===== src/rtl/vga_pkg.sv =====
// Shared VGA timing constants, receiver FSM states and small helpers.
// Used by both the receiver and the transmitter side of the video path.
package vga_pkg;

  // Horizontal timing in pixels, measured from the hsync falling edge.
  localparam int H_SYNC  = 96;
  localparam int H_BP    = 48;
  localparam int H_START = H_SYNC + H_BP;
  localparam int H_VIS   = 640;
  localparam int H_TOTAL = 800;

  // Vertical timing in lines, measured from the vsync falling edge.
  localparam int V_SYNC  = 2;
  localparam int V_BP    = 33;
  localparam int V_START = V_SYNC + V_BP;
  localparam int V_VIS   = 480;
  localparam int V_TOTAL = 525;

  // Position counters are 10 bits wide and stick at all-ones once sync is lost.
  localparam int         CNT_W   = 10;
  localparam logic [9:0] CNT_MAX = 10'd1023;

  // Colour is one bit per channel, packed as {R,G,B}.
  localparam int RGB_W = 3;

  typedef enum logic [1:0] {
    HUNT   = 2'd0,
    CHECK  = 2'd1,
    LOCKED = 2'd2
  } vga_state_e;

  // True when pos lies in the half-open window [start, start+len).
  function automatic logic inWindow(input logic [9:0] pos, input int start, input int len);
    int p;
    p = int'(pos);
    return (p >= start) && (p < start + len);
  endfunction

endpackage


===== src/rtl/vga_rx_sync.sv =====
// Input pipeline for the VGA receiver: two equal-depth stages for sync and
// colour so they stay aligned, plus falling-edge detection on stage-2 syncs.
module vga_rx_sync
  import vga_pkg::*;
(
  input  logic             clk,
  input  logic             rst,
  input  logic             pixEn_i,
  input  logic             hsync_i,
  input  logic             vsync_i,
  input  logic [RGB_W-1:0] rgb_i,
  output logic             hsFall_o,
  output logic             vsFall_o,
  output logic [RGB_W-1:0] rgb_o
);

  logic hs1_q, hs2_q, hsPrev_q;
  logic vs1_q, vs2_q, vsPrev_q;
  logic [RGB_W-1:0] rgb1_q, rgb2_q;

  // Sync pipeline; idle level is high, and a third register keeps the last
  // stage-2 value so a falling edge can be seen on the current stage-2 sample.
  always_ff @(posedge clk or posedge rst) begin
    if (rst) begin
      hs1_q    <= 1'b1;
      hs2_q    <= 1'b1;
      hsPrev_q <= 1'b1;
      vs1_q    <= 1'b1;
      vs2_q    <= 1'b1;
      vsPrev_q <= 1'b1;
    end else if (pixEn_i) begin
      hs1_q    <= hsync_i;
      hs2_q    <= hs1_q;
      hsPrev_q <= hs2_q;
      vs1_q    <= vsync_i;
      vs2_q    <= vs1_q;
      vsPrev_q <= vs2_q;
    end
  end

  // Colour pipeline, same depth as the sync path so stage-2 colour belongs
  // to the same pixel as stage-2 sync.
  always_ff @(posedge clk or posedge rst) begin
    if (rst) begin
      rgb1_q <= '0;
      rgb2_q <= '0;
    end else if (pixEn_i) begin
      rgb1_q <= rgb_i;
      rgb2_q <= rgb1_q;
    end
  end

  assign hsFall_o = hsPrev_q & ~hs2_q;
  assign vsFall_o = vsPrev_q & ~vs2_q;
  assign rgb_o    = rgb2_q;

endmodule


===== src/rtl/vga_rx.sv =====
// VGA receiver: recovers pixel coordinates from active-low hsync/vsync,
// verifies line and frame length before declaring lock, and presents the
// visible pixels with their coordinates. Timing defaults to 640x480@800x525
// and can be overridden for other modes.
module vga_rx
  import vga_pkg::*;
#(
  parameter int H_TOTAL_P = H_TOTAL,
  parameter int H_START_P = H_START,
  parameter int H_VIS_P   = H_VIS,
  parameter int V_TOTAL_P = V_TOTAL,
  parameter int V_START_P = V_START,
  parameter int V_VIS_P   = V_VIS
) (
  input  logic       clk,
  input  logic       rst,
  input  logic       pix_en,
  input  logic       hsync,
  input  logic       vsync,
  input  logic       R,
  input  logic       G,
  input  logic       B,
  output logic [9:0] CounterX,
  output logic [8:0] CounterY,
  output logic       ins,
  output logic [2:0] pix_rgb,
  output logic       frame_start,
  output logic       locked,
  output logic       err
);

  logic             hsFall, vsFall;
  logic [RGB_W-1:0] rgbS2;

  logic [CNT_W-1:0] hCnt_q, hCnt_d;
  logic [CNT_W-1:0] vCnt_q, vCnt_d;
  vga_state_e       state_q;

  logic       lineBad, frameBad, hSat, vSat;
  logic       violation, lockedNext;
  logic       visible, showPix;
  logic [9:0] xPos;
  logic [8:0] yPos;

  vga_rx_sync u_sync (
    .clk      (clk),
    .rst      (rst),
    .pixEn_i  (pix_en),
    .hsync_i  (hsync),
    .vsync_i  (vsync),
    .rgb_i    ({R, G, B}),
    .hsFall_o (hsFall),
    .vsFall_o (vsFall),
    .rgb_o    (rgbS2)
  );

  // Position of the current stage-2 pixel. An hsync edge restarts the line;
  // a vsync edge is applied after the line increment so a coincident pair
  // lands on row 0. Both counters stick at all-ones when edges stop coming.
  always_comb begin
    hCnt_d = hCnt_q;
    vCnt_d = vCnt_q;
    if (hsFall) begin
      hCnt_d = '0;
    end else if (hCnt_q != CNT_MAX) begin
      hCnt_d = hCnt_q + 10'd1;
    end
    if (hsFall && (vCnt_q != CNT_MAX)) begin
      vCnt_d = vCnt_q + 10'd1;
    end
    if (vsFall) begin
      vCnt_d = '0;
    end
  end

  // Timing checks against the previous pixel/line position, plus the lock
  // decision that the output stage uses on this same strobe.
  always_comb begin
    lineBad    = hsFall && (hCnt_q != 10'(H_TOTAL_P - 1));
    frameBad   = vsFall && (vCnt_q != 10'(V_TOTAL_P - 1));
    hSat       = (hCnt_d == CNT_MAX);
    vSat       = (vCnt_d == CNT_MAX);
    violation  = (state_q != HUNT) && (lineBad || frameBad || hSat || vSat);
    lockedNext = !violation &&
                 ((state_q == LOCKED) || ((state_q == CHECK) && vsFall));
  end

  // Visible-window test and coordinates relative to the first visible pixel.
  always_comb begin
    visible = inWindow(hCnt_d, H_START_P, H_VIS_P) &&
              inWindow(vCnt_d, V_START_P, V_VIS_P);
    showPix = visible && lockedNext;
    xPos    = hCnt_d - 10'(H_START_P);
    yPos    = vCnt_d[8:0] - 9'(V_START_P);
  end

  // Position counter registers.
  always_ff @(posedge clk or posedge rst) begin
    if (rst) begin
      hCnt_q <= '0;
      vCnt_q <= '0;
    end else if (pix_en) begin
      hCnt_q <= hCnt_d;
      vCnt_q <= vCnt_d;
    end
  end

  // Lock FSM with its registered outputs; any violation sends it back to
  // HUNT and drops locked on the same strobe that raises err.
  always_ff @(posedge clk or posedge rst) begin
    if (rst) begin
      state_q     <= HUNT;
      locked      <= 1'b0;
      err         <= 1'b0;
      ins         <= 1'b0;
      CounterX    <= '0;
      CounterY    <= '0;
      pix_rgb     <= '0;
      frame_start <= 1'b0;
    end else if (pix_en) begin
      case (state_q)
        HUNT: begin
          if (vsFall) begin
            state_q <= CHECK;
          end
        end
        CHECK: begin
          if (violation) begin
            state_q <= HUNT;
          end else if (vsFall) begin
            state_q <= LOCKED;
          end
        end
        LOCKED: begin
          if (violation) begin
            state_q <= HUNT;
          end
        end
        default: state_q <= HUNT;
      endcase
      locked      <= lockedNext;
      err         <= violation;
      ins         <= showPix;
      CounterX    <= showPix ? xPos : 10'd0;
      CounterY    <= showPix ? yPos : 9'd0;
      pix_rgb     <= showPix ? rgbS2 : 3'd0;
      frame_start <= showPix && (xPos == 10'd0) && (yPos == 9'd0);
    end
  end

endmodule


===== config.mk =====
export PLATFORM = sky130hd
export DESIGN_NAME = vga_rx
export DESIGN_NICKNAME = d
export VERILOG_FILES = /design/src/rtl/vga_pkg.sv /design/src/rtl/vga_rx_sync.sv /design/src/rtl/vga_rx.sv
export SDC_FILE = /design/constraint.sdc
export NUM_CORES = 1
export LEC_CHECK = 0
export ABC_AREA = 0
export CAP_MARGIN = 20
export CORE_ASPECT_RATIO = 0.7
export CORE_MARGIN = 2
export CORE_UTILIZATION = 55
export CTS_CLUSTER_SIZE = 10
export DETAILED_ROUTE_END_ITERATION = 10
export GPL_TIMING_DRIVEN = 0
export PLACE_DENSITY = 0.87
export SLEW_MARGIN = 40
export SYNTH_ARGS = -nofsm -noshare
export SYNTH_HDL_FRONTEND = slang
export SYNTH_HIERARCHICAL = 1
export SYNTH_SLANG_ARGS = --single-unit

===== constraint.sdc =====
create_clock -name clk -period 4.2 [get_ports clk]
set_input_delay 1.05 -clock clk [delete_from_list [all_inputs] [get_ports clk]]
set_output_delay 1.05 -clock clk [all_outputs]
set_load 0.03 [all_outputs]

# Yosys cells after proc, flatten, opt, wreduce, memory -nomap -nowiden
# Cells that the tools add are included.
# totals
register_bits,60
latchBits,0
mem_count,0
word_cells,75
input_bits,8
out_inout_bits,26
rom_bits,0
ram_bits,0
# classes
reduce_logical,22
muxes,12
n_addsub,4
shifts,0
div,0
bitwise_logic,4
order_cmp,4
n_mul,0
eq_ne,11
# ops
cell,n
$mux 10,5
$ne 10x10->1 const B,4
$add 10x1->10 const B,2
$eq 10x10->1 const B,2
$lt 10x10->1 const B,2
$logic_and 1x1->1,12
$ge 10x6->1 const B,1
$ge 10x8->1 const B,1
$logic_not 10->1,1
$sub 10x8->10 const B,1
$logic_not 9->1,1
$mux 9,1
$sub 9x6->9 const B,1
$mux 2,4
$pmux 2 s3,1
$logic_or 1x1->1,4
$ne 2x2->1 const B,2
$reduce_and 4->1,1
$mux 3,1
$ne 3x3->1 const B,1
$and 1x1->1,2
$eq 2x1->1 const B,1
$eq 2x2->1 const B,1
$logic_not 2->1,1
other kinds (3),4

# Logic depth before layout (Yosys ltp)
# logic_depth
depth_word,13
depth_mapped,13

# By module
# The synthesis kept the hierarchy.
# by_module_without_submodules
module,cells_per_inst,area_each_um2,n_inst
vga_rx,355,3280.6,1
vga_rx_sync,28,508.0,1

# Least setup slack after synthesis
# No wires, ideal clock.
# synth_path
kind,flip-flop to flip-flop
startpoint,reg hCnt_q[1]
endpoint,reg frame_start
path_slack_ns,0.935
synth_period_minus_slack_ns,3.265
path_buffers,1
setup_ns,0.096
path_stages_with_launch,13
t_arrival_ns,3.170
path_cell_list,dfrtp_1 -> ha_1 -> buf_2 -> and4_4 -> a211oi_1 -> inv_1 -> ha_1 -> o21ai_1 -> o211ai_1 -> a221oi_1 -> nand4_1 -> or4b_1 -> o32ai_2
# synth_between
elab_chain_len,12
# synth_rtl
item,line_no,source
from (decl),vga_rx.sv:35,"logic [CNT_W-1:0] hCnt_q, hCnt_d;"
from (signal assigned),vga_rx.sv:103,hCnt_q <= hCnt_d;
$add 10x1->10 / $ne 10x10->1 (equally long branches),"vga_rx.sv:66, vga_rx.sv:65",
$mux 10 *,vga_rx.sv:65,end else if (hCnt_q != CNT_MAX) begin
$mux 10 *,vga_rx.sv:63,if (hsFall) begin
net hCnt_d[4],vga_rx.sv:35,
"parallel branches: the longest is 7 deep, another holds $sub 10x8->10",n/a,
$logic_and 1x1->1 * (2 in series),vga_rx.sv:147,frame_start <= showPix && (xPos == 10'd0) && (yPos == 9'd0);
to (signal assigned),vga_rx.sv:147,
to (decl),vga_rx.sv:27,"output logic frame_start,"
# Mark *: on every way through the listed nets, which the timed path passes.
# A chain may end at the register's enable or synchronous reset.

# Worst setup path after layout
# layout_path
startpoint,reg hCnt_q[1]
endpoint,reg CounterX[7]
# layout_between
elab_chain_len,11
# layout_rtl
item,line_no,source
$add 10x1->10 / $ne 10x10->1 (equally long branches),"vga_rx.sv:66, vga_rx.sv:65",
$mux 10 *,vga_rx.sv:65,
$mux 10 *,vga_rx.sv:63,
net hCnt_d[4],vga_rx.sv:35,
"parallel branches: the longest is 7 deep, another holds $ge 10x8->1",n/a,
$mux 10 *,vga_rx.sv:144,CounterX <= showPix ? xPos : 10'd0;
to (signal assigned),vga_rx.sv:144,
to (decl),vga_rx.sv:23,"output logic [9:0] CounterX,"
# Marks and branches as above.

==> flow_metrics.tcl <==
set metrics [dict create \
    cts-resized-gates 0 \
    grt_max_degree 26 \
    clkSlewWorstSetupHoldPaths_ns 0.07 \
    core_sq_um 6725 \
    fmax_mhz 265.9 \
    cts_hold_buf 0 \
    p_per_area_nw_per_um2 404.4 \
    avgSynthCellArea_sq_um 9.892 \
    synth_ff_type "dfrtp_1" \
    drt_pass1_iterations 5 \
    vias 3361 \
    dp_slack_ns 0.4416 \
    crit_chain "ha_1 > buf_2 > and4_4 > a211oi_2 > inv_1 > ha_1 > o21ai_1 > a41oi_1 > a221oi_1 > o41ai_1 > a211oi_2 > buf_2 > a22o_1" \
    die_x_um 103.2 \
    synth_cells 383 \
    drive_above_1_share_pct 19.86 \
    syn2layout_area_growth_pct 18.66 \
    final_nets 444 \
    layoutNonFillerInstCount 527 \
    drt_iter0_markers 482 \
    post_cts_buffers 0 \
    drt_wl_total_mm 9.967 \
    clk_path_buf_depth 2 \
    n_fill_cell 531 \
    worst_slew_pin_slew_ns 0.7875 \
    worst_slack_ns 0.4395 \
    critPathMaxFanout 10 \
    power.switching_mw 0.6242 \
    hold_path_class "flip-flop to flip-flop" \
    dieArea_sq_um 7579 \
    status "finished clean" \
    period_share_pct 89.53 \
    overflow 0 \
    grt_pass1_wl_mm 16.39 \
    path_buf_inv 3 \
    rows 25 \
    cpLargestDelayFamily "compound AO/OA/AOI/OAI gates" \
    seqCellArea_sq_um 1509 \
    vias_per_cell 6.378 \
    swShare_pct 34.33 \
    ys.warnings.count 6 \
    cts_tree "built" \
    fin_tns_setup_ns 0 \
    cp-end-kind "flip-flop" \
    cts-root-buf "clkbuf_8" \
    synth.top_cell.area_share_pct 35.67 \
    min_period_ns 3.760 \
    arrival_ns 4.05 \
    hp-start "ins" \
    maxCapViolCount 0 \
    critPathKind "flip-flop to flip-flop" \
    cts_max_level 3 \
    cts.sinks 60 \
    crit_path_max_incr_delay_ns 0.57 \
    p_int_mw 1.194 \
    fin_skew_ns 0.007020 \
    hold_viol 0 \
    netlist_area_sq_um 3789 \
    antenna_found_initial 0 \
    slew-limit-headroom_pct 46.94 \
    pwr-share-clk_pct 33.7 \
    leakage_nw 1.873 \
    synth-edff-count 0 \
    synth.distinct_cells 78 \
    ys_seq_area_share_pct 39.83 \
    port_buffers 33 \
    comb_power_share_pct 27.9 \
    antenna_cells 0 \
    cts_buffers 9 \
    drv_slew 0 \
    multi_input_area_sq_um 2074 \
    synth_top_cell_by_area "dfrtp_1" \
    worst_setup_path_start_kind "flip-flop" \
    wire_per_inst_um 18.91 \
    seqPwrFrac_pct 38.4 \
    ant_nets 0 \
    ios 34 \
    synthArstFlopShare_pct 100.0 \
    dp.cells 511 \
    rsz0062_at_grt "false" \
    gp_congestion 0.9730 \
    grt_pass1_vias 3143 \
    die_h_um 73.44 \
    reg2reg_from "hCnt_q[1]" \
    worstSkewPairLatency_ns 0.35 \
    synth-seq-cells 60 \
    worstSetupStartpoint "hCnt_q[1]" \
    setup_viol_count_final 0 \
    start_util_pct 56.33 \
    synth_area_leaders "dfrtp_1 (36%), dfstp_2 (4.2%), mux2_4 (4.0%)" \
    track_usage_pct 28.88 \
    cp_slowest_cell "a211oi_2" \
    finalPower_mw 1.818 \
    cp.required_ns 4.48 \
    syn_nets 399 \
    ir_drop_uv 243.1 \
    drc_errors 0 \
    dp_hpwl_mm 7.037 \
]
[power by group through the flow]
stage	sequential, mW	combinational, mW	clock, mW
2_1_floorplan	0.705	0.339	0
3_3_place_gp	0.704	0.470	0
3_5_place_dp	0.706	0.488	0
4_1_cts	0.696	0.494	0.622
5_1_grt	0.707	0.553	0.645
6_report	0.698	0.507	0.613
[cell usage in the layout, fill, tap and decap left out, types with 5 or more instances in the layout]
master and n:
clkbuf_8 10, o2bb2ai_1 11, mux2i_1 6, a22o_1 12, xnor2_1 6, nand2_1 28, buf_2 10, buf_6 5
clkbuf_1 5, dfrtp_1 54, nor2_1 33, ha_1 8, nand4_1 6, dfstp_2 6, inv_1 13, clkdlybuf4s50_1 33
o21ai_0 20, a21oi_1 11, nor3_1 8, nand3_1 12, mux2_2 11, mux2_4 10
[cell type report]
cell class,count,area share [%]
plain buffers,23,3.284
flip-flops and latches,60,33.57
multi-input cells,284,46.15
inverters,16,1.447
clock buffers,10,3.062
clock inverters,6,2.087
well taps,94,2.616
repair buffers,34,7.793
[final timing paths]
path,cells past startpoint,slack [ns],endpoint
setup / recovery,13,0.44,CounterX[7]
hold / removal,1,0.48,ins
setup reg to reg,13,0.44,CounterX[7]
hold reg to reg,1,0.48,ins
max in group asynchronous,3,2.73,locked
min in group asynchronous,2,1.03,CounterY[2]
[through the flow]
step                util, %  instance area, sq um  hold slack (ns)
finish                66.85                  4496           0.4843
floorplan                 -                  3789           0.4634
detailed placement    63.40                  4264           0.4715
CTS                   66.85                  4496           0.4866
global route          66.85                  4496           0.5197
global placement      63.00                  4237           0.4642
[cells by family after synthesis]
kind of cell	Yosys count	share of synthesized area (%)
xor gates and xnor gates	10	2.312
DFF	60	39.83
AOI/OAI and AO/OA	102	20.41
and+or+nand+nor	137	20.44
buffers and inverters	39	5.548
adders and majority gates	8	2.642
muxes	27	8.818
[worst register-to-register path: cells and delay by family (launching register included)]
kind / cells / cell delay [ns]
simple gates: 1 / 0.21
compound gates: 7 / 1.91
flops: 1 / 0.46
fa+ha+maj: 2 / 0.47
buf+inv: 3 / 0.62
[cells in the mapped netlist, types with 5 or more instances]
library cell / count
xnor2_1: 6
inv_1: 14
nand3_1: 12
ha_1: 8
clkbuf_1: 5
buf_6: 5
buf_2: 10
dfstp_2: 6
mux2_2: 11
nor3_1: 8
o2bb2ai_1: 11
nand4_1: 6
a22o_1: 12
dfrtp_1: 54
nor2_1: 33
mux2i_1: 6
nand2_1: 28
o21ai_0: 20
mux2_4: 10
a21oi_1: 11
[registers in the layout, summed over array words and instances, names as in the netlist, 2 cells and up]
name	cells
state_q	2
vCnt_q	10
CounterY	9
pix_rgb	3
hCnt_q	10
u_sync/rgb_o	3
u_sync/rgb1_q	3
CounterX	10
[per-layer routing]
metal / routed length (um) / share of wire (%) / vias up / global-route usage [%]
li1: - / - / 1517 / -
met1: 4686 / 47 / 1598 / 44.04
met2: 4102 / 41 / 207 / 40.55
met3: 999 / 10 / 39 / 8.278
met4: 179 / 1.8 / 0 / 6.725
met5: 0 / 0 / - / 0
Power figures use the tool's default switching activity.
